## src/rtl/apb_slave_mem.sv

```systemverilog
// apb_slave_mem: APB responder backed by a word-addressed register memory.
// Decoded by one bit of the bridge's one-hot PSEL, with a fixed wait-state count and PSLVERR
// for accesses outside the window or not word-aligned.
// Build option APB_SLV_WAIT_EN: when defined, WAIT_CYCLES wait states are inserted through a
// 4-bit counter and a WAIT state. When undefined, every transfer completes one cycle after setup.
module apb_slave_mem #(
  parameter logic [31:0] ADDR_BASE   = 32'h8000_0000,
  parameter int unsigned DEPTH       = 16,
  parameter int unsigned SEL_IDX     = 0,
  parameter int unsigned WAIT_CYCLES = 2
) (
  input  logic        HCLK,
  input  logic        HRESETn,
  input  logic [2:0]  PSEL,
  input  logic        PENABLE,
  input  logic        PWRITE,
  input  logic [31:0] PADDR,
  input  logic [31:0] PWDATA,
  output logic [31:0] PRDATA,
  output logic        PREADY,
  output logic        PSLVERR
);

  localparam int unsigned IdxW   = $clog2(DEPTH);
  localparam logic [1:0]  SelBit = 2'(SEL_IDX);

  localparam logic [1:0] StIdle   = 2'd0;
  localparam logic [1:0] StAccess = 2'd2;
`ifdef APB_SLV_WAIT_EN
  localparam logic [1:0] StWait   = 2'd1;
  localparam logic [3:0] WaitCnt  = 4'(WAIT_CYCLES);
`endif

  logic [1:0]      state_q, state_d;
  logic            pready_q, pready_d;
  logic            pslverr_q, pslverr_d;
  logic [IdxW-1:0] idx_q;
  logic            write_q, err_q;
  logic [31:0]     wdata_q;
  logic [31:0]     mem_q [DEPTH];

  logic            sel, setup, addr_err, mem_we;
  logic [31:0]     addr_off;
  logic [32:0]     addr_top;
  logic            unused_bits;

  assign sel   = PSEL[SelBit];
  assign setup = sel & ~PENABLE;

  // Window end is one bit wider so a window reaching the top of the address space cannot wrap.
  assign addr_top = {1'b0, ADDR_BASE} + 33'(4 * DEPTH);
  assign addr_err = (PADDR < ADDR_BASE) || ({1'b0, PADDR} >= addr_top) || (PADDR[1:0] != 2'b00);
  assign addr_off = PADDR - ADDR_BASE;

`ifdef APB_SLV_WAIT_EN
  logic [3:0] cnt_q, cnt_d;
  assign unused_bits = ^{PSEL, addr_off};
`else
  // WAIT_CYCLES has no effect in this build.
  logic [3:0] unused_wait;
  assign unused_wait = 4'(WAIT_CYCLES);
  assign unused_bits = ^{PSEL, addr_off, unused_wait};
`endif

  // Next-state logic; PREADY/PSLVERR are decided one cycle ahead so they leave a flop.
  always_comb begin
    state_d   = state_q;
    pready_d  = 1'b0;
    pslverr_d = 1'b0;
`ifdef APB_SLV_WAIT_EN
    cnt_d     = cnt_q;
`endif
    unique case (state_q)
      StIdle: begin
        // An enable phase without a preceding setup is ignored.
        if (setup) begin
`ifdef APB_SLV_WAIT_EN
          if (WaitCnt == 4'd0) begin
            state_d   = StAccess;
            pready_d  = 1'b1;
            pslverr_d = addr_err;
          end else begin
            state_d = StWait;
            cnt_d   = WaitCnt;
          end
`else
          state_d   = StAccess;
          pready_d  = 1'b1;
          pslverr_d = addr_err;
`endif
        end
      end
`ifdef APB_SLV_WAIT_EN
      StWait: begin
        // Losing PSEL mid-wait is a master abort and takes priority over completion.
        if (!sel) begin
          state_d = StIdle;
          cnt_d   = 4'd0;
        end else begin
          cnt_d = cnt_q - 4'd1;
          if (cnt_q == 4'd1) begin
            state_d   = StAccess;
            pready_d  = 1'b1;
            pslverr_d = err_q;
          end
        end
      end
`endif
      StAccess: state_d = StIdle;
      default:  state_d = StIdle;
    endcase
  end

  // FSM, response flops and the transfer captured during setup.
  always_ff @(posedge HCLK) begin
    if (!HRESETn) begin
      state_q   <= StIdle;
      pready_q  <= 1'b0;
      pslverr_q <= 1'b0;
      idx_q     <= '0;
      write_q   <= 1'b0;
      err_q     <= 1'b0;
      wdata_q   <= '0;
`ifdef APB_SLV_WAIT_EN
      cnt_q     <= 4'd0;
`endif
    end else begin
      state_q   <= state_d;
      pready_q  <= pready_d;
      pslverr_q <= pslverr_d;
`ifdef APB_SLV_WAIT_EN
      cnt_q     <= cnt_d;
`endif
      if (state_q == StIdle && setup) begin
        idx_q   <= addr_off[IdxW+1:2];
        write_q <= PWRITE;
        err_q   <= addr_err;
        wdata_q <= PWDATA;
      end
    end
  end

  assign mem_we = (state_q == StAccess) && write_q && !err_q;

  // Memory array: cleared by reset, written on the edge that closes a good write access.
  always_ff @(posedge HCLK) begin
    if (!HRESETn) begin
      for (int i = 0; i < int'(DEPTH); i++) begin
        mem_q[i] <= '0;
      end
    end else if (mem_we) begin
      mem_q[idx_q] <= wdata_q;
    end
  end

  assign PRDATA  = ((state_q == StAccess) && !write_q && !err_q) ? mem_q[idx_q] : 32'h0;
  assign PREADY  = pready_q;
  assign PSLVERR = pslverr_q;

endmodule

```

## config.mk

```make
export PLATFORM = sky130hd
export DESIGN_NAME = apb_slave_mem
export DESIGN_NICKNAME = d
export VERILOG_FILES = /design/src/rtl/apb_slave_mem.sv
export SDC_FILE = /design/constraint.sdc
export NUM_CORES = 1
export LEC_CHECK = 0
export ABC_CLOCK_PERIOD_IN_PS = 2200
export CELL_PAD_IN_SITES_DETAIL_PLACEMENT = 1
export CELL_PAD_IN_SITES_GLOBAL_PLACEMENT = 2
export CORE_ASPECT_RATIO = 0.8
export CORE_MARGIN = 2
export CORE_UTILIZATION = 25
export CTS_CLUSTER_DIAMETER = 200
export DETAILED_ROUTE_END_ITERATION = 16
export GPL_ROUTABILITY_DRIVEN = 0
export PLACE_DENSITY = 0.56
export SETUP_SLACK_MARGIN = 0.05
export SLEW_MARGIN = 20
export SYNTH_ARGS = -nofsm -noshare
export SYNTH_HDL_FRONTEND = slang
export SYNTH_SLANG_ARGS = --single-unit
```

## constraint.sdc

```tcl
create_clock -name HCLK -period 2.2 [get_ports HCLK]
set_input_delay 0.44 -clock HCLK [delete_from_list [all_inputs] [get_ports HCLK]]
set_output_delay 0.44 -clock HCLK [all_outputs]
set_load 0.05 [all_outputs]
```

==> results.rst <==
.. list-table::
   :header-rows: 1

   * - Metric
     - Value
   * - Num ports
     - 105
   * - List of most frequent post-synthesis cells
     - sky130_fd_sc_hd__and2_1 (514), sky130_fd_sc_hd__edfxtp_1 (512), sky130_fd_sc_hd__mux4_2 (128), sky130_fd_sc_hd__clkbuf_1 (110), sky130_fd_sc_hd__nand2_1 (75)
   * - Share of total power in sequential cells
     - 0.499
   * - Post-route clock skew
     - 0.0288 ns
   * - Int Pwr
     - 18500 uW
   * - Worst Setup Slack, final
     - -0.797 ns
   * - Cell count of the worst hold path
     - 3
   * - Leading area contributor after synthesis
     - sky130_fd_sc_hd__edfxtp_1
   * - Placeable core area
     - 98800 sq um
   * - Clock period minus final worst setup slack
     - 3.00 ns
   * - Wire length of the first global-routing pass
     - 111 mm
   * - TritonCTS Sinks
     - 557
   * - Transition time of the tightest slew-check pin
     - 0.810 ns
   * - Worst hold margin
     - 0.389 ns
   * - Endpoint, Worst Hold
     - wdata_q[20]
   * - Most common cell in the synthesized netlist
     - sky130_fd_sc_hd__and2_1
   * - Setup slack of the most critical reg-to-reg path
     - 0.19 ns
   * - Number of hold buffers added after CTS
     - 0
   * - Master cell of the clock root buffer
     - sky130_fd_sc_hd__clkbuf_16
   * - Hold_sp
     - PWDATA[20]
   * - Post-synthesis to final-layout area growth
     - 28.6%
   * - Data arrival time at the worst-slack endpoint
     - 2.56 ns
   * - Power dissipated by switching net loads
     - 5710 uW
   * - Rows
     - 103
   * - Area enclosed by the die boundary
     - 102000 sq um
   * - Worst r2r path cells
     - 6
   * - Initial Utilization
     - 0.253
   * - Die width
     - 357 um
   * - Setup total negative slack
     - -22.49 ns
   * - Top area cells in the synthesized netlist
     - sky130_fd_sc_hd__edfxtp_1 (62%), sky130_fd_sc_hd__and2_1 (13%), sky130_fd_sc_hd__mux4_2 (12%)
   * - Max-Cap Viols
     - 0
   * - Mux contribution to synthesized area
     - 0.128
   * - Deepest level of the CTS H-tree
     - 3
   * - Worst relative slew slack
     - 0.459
   * - Critical Path RT
     - 1.76 ns
   * - Die outline height
     - 287 um
   * - Total congestion overflow
     - 0
   * - Area fraction in compound gates after synthesis
     - 0.0231
   * - Clock slew at reported path FFs
     - 0.06 ns
   * - Max Buffers Root-to-Sink
     - 3
   * - RSZ-0062 raised after global routing
     - yes
   * - Synthesized Nets
     - 1709
   * - Number of enable-type register cells in the synthesized netlist
     - 512
   * - Detailed placer's ending HPWL
     - 47.7 mm
   * - Maximum VDD drop
     - 536 uV
   * - Ratio of final minimum period to clock period
     - 1.36
   * - Total clock buffers created by CTS
     - 66
   * - Total DRC errors in the routed layout
     - 0
   * - Number of antenna violations at the first check in global routing
     - 7
   * - Hold Crit Class
     - in -> reg
   * - Largest fanout on the critical path
     - 9
   * - Synthesized-area fraction occupied by adder cells
     - 0
   * - Reg2Reg Capture Point
     - mem_q[9][15]
   * - Number of nets still failing antenna checks after routing
     - 0
   * - Number of vias after detailed routing
     - 14.4k
   * - Largest family of logic cells by synthesized area
     - simple AND/OR/NAND/NOR gates
   * - FMAX
     - 334 MHz
   * - Primary FF master, synth
     - sky130_fd_sc_hd__edfxtp_1
   * - Register area share after synthesis
     - 0.652
   * - Maximum number of pins on one net before global-route repair
     - 57
   * - Sum of routed wire length over all layers
     - 75.5 mm
   * - Final core area utilization
     - 0.325
   * - Clk pwr share
     - 0.429
   * - Area fraction in and, or, nand and nor cells after synthesis
     - 0.168
   * - Via density
     - 4.51
   * - Mean instance size in the synthesized netlist
     - 15.2 sq um
   * - Async SR Flop Fraction
     - 0
   * - Fraction of post-synthesis cell area in the top cell type by area
     - 0.616
   * - Switching power as a share of total power
     - 0.235
   * - Cell Pwr Density
     - 755 nW/um^2
   * - Distinct cells, synth
     - 31
   * - Max-slew violation total from the final report
     - 0
   * - Worst reg2reg startpoint
     - err_q
   * - Final-report setup violation count
     - 32
   * - Share of final-layout standard cells stronger than drive strength 1
     - 0.263
   * - Count of input and output buffers
     - 102
   * - Area share of xor/xnor cells in the synthesized design
     - 0
   * - Synthesized area
     - 25000 sq um
   * - Count of synthesis-stage warnings from yosys
     - 0
   * - Nets@finish
     - 1896
   * - Total GRT Usage
     - 0.150
   * - Violations in the final reports
     - negative setup slack
   * - Count of TritonRoute iterations in the first routing pass
     - 5
   * - Worst Setup Start Kind
     - flip-flop
   * - Run status
     - finished with violations
   * - Routed wire length per instance
     - 23.7 um
   * - #FFs+latches synth
     - 557
   * - CP Capture Type
     - output port
   * - Violation count after the first detailed-routing iteration
     - 1050
   * - Number of hold violations in the final report
     - 0
   * - Critical Setup Path Class
     - reg -> out
   * - Comb power frac
     - 0.072
   * - Vias in the first global route
     - 15.7k
   * - CTS tree
     - done
   * - Number of standard cells after synthesis
     - 1638
   * - Clock latency of the later-clocked register in the worst-skew pair
     - 0.63 ns
   * - Leakage power total
     - 0.0111 uW
==> stage by stage <==
step	instance area (sq um)	setup slack (ns)	power [uW]	instances
after floorplan	25600	-0.161	13100	1638
after global placement	29800	-0.263	14000	3050
after detailed placement	29800	-0.281	14100	3050
after CTS	32000	-0.822	24600	3179
after global routing	32100	-0.870	25100	3188
final	32100	-0.797	24200	3189
==> how the worst max path moves through the flow <==
| stage | cells after the start | endpoint |
|---|---|---|
| 2_1_floorplan | 4 | mem_q[9][0] |
| 3_3_place_gp | 7 | PRDATA[18] |
| 3_5_place_dp | 7 | PRDATA[26] |
| 4_1_cts | 7 | PRDATA[25] |
| 5_1_grt | 7 | PRDATA[7] |
| 6_report | 7 | PRDATA[7] |
==> timing repair <==
| item | CTS | global route |
|---|---|---|
| endpoints found under the setup margin | 34 | 32 |
| cloned | 1 | 1 |
| resized for setup | 20 | 15 |
| pin swaps | 3 | 2 |
| setup buffers | 9 | 9 |
==> flip-flops by register name, summed over array words and instances (netlist names), named ones only <==
| name | count |
|---|---|
| PREADY | 1 |
| wdata_q | 32 |
| err_q | 1 |
| idx_q | 4 |
| state_q | 1 |
| PSLVERR | 1 |
| mem_q | 512 |
| write_q | 1 |
==> metal layers <==
metal / global-route usage / share of wire / vias to the layer above
met4: 0.0343 / 0.017 / 0
met2: 0.239 / 0.46 / 312
li1: - / - / 6377
met1: 0.216 / 0.47 / 7598
met3: 0.0220 / 0.047 / 80
met5: 0 / 0 / -
==> cells in the final DEF, fill, tap and decap left out, types with 6 or more instances in the layout <==
master,synthesis,routed
sky130_fd_sc_hd__clkinv_1,0,14
sky130_fd_sc_hd__buf_4,5,90
sky130_fd_sc_hd__clkdlybuf4s50_1,0,67
sky130_fd_sc_hd__clkbuf_1,110,23
sky130_fd_sc_hd__nor4_1,6,6
sky130_fd_sc_hd__mux2i_1,32,21
sky130_fd_sc_hd__a21boi_0,38,38
sky130_fd_sc_hd__nand2b_2,0,16
sky130_fd_sc_hd__nand2_1,75,75
sky130_fd_sc_hd__nor4_4,10,16
sky130_fd_sc_hd__buf_12,0,88
sky130_fd_sc_hd__buf_6,2,13
sky130_fd_sc_hd__clkbuf_16,0,67
sky130_fd_sc_hd__inv_1,32,30
sky130_fd_sc_hd__clkinv_2,0,7
sky130_fd_sc_hd__nand3_1,32,32
sky130_fd_sc_hd__edfxtp_1,512,512
sky130_fd_sc_hd__and2_1,514,514
sky130_fd_sc_hd__o221ai_4,0,32
sky130_fd_sc_hd__mux4_2,128,128
sky130_fd_sc_hd__mux2i_2,0,8
sky130_fd_sc_hd__dfxtp_1,45,42
==> critical path, cell delays in order (launching register included) <==
cell,delay (ns)
sky130_fd_sc_hd__dfxtp_4,0.43
sky130_fd_sc_hd__buf_12,0.19
sky130_fd_sc_hd__buf_4,0.15
sky130_fd_sc_hd__mux4_2,0.49
sky130_fd_sc_hd__mux2i_1,0.20
sky130_fd_sc_hd__buf_4,0.19
sky130_fd_sc_hd__o221ai_4,0.11
sky130_fd_sc_hd__buf_12,0.17
==> cell type report <==
cell class | count | area [sq um]
Antenna cell | 1 | 2.50
Clock buffer | 89 | 1740
Clock inverter | 30 | 272
Fill cell | 10100 | 66700
Inverter | 34 | 128
Multi-Input combinational cell | 903 | 8720
Sequential cell | 557 | 16300
Tap cell | 1312 | 1640
Timing Repair Buffer | 263 | 3330
==> power by group through the flow <==
stage | clock network [uW] | registers, uW | logic, uW
after global placement | 0 | 12300 | 1710
after global routing | 11100 | 12200 | 1860
after detailed placement | 0 | 12300 | 1720
after floorplan | 0 | 12200 | 895
after CTS | 10700 | 12100 | 1760
final | 10400 | 12100 | 1740
==> kinds of logic after synthesis <==
| kind of cell | count (synthesis) |
|---|---|
| and+or+nand+nor | 671 |
| DFF | 557 |
| muxes | 160 |
| AOI/OAI and AO/OA | 72 |
| buffers and inverters | 178 |
No activity file was read; power rests on OpenSTA's default activity.
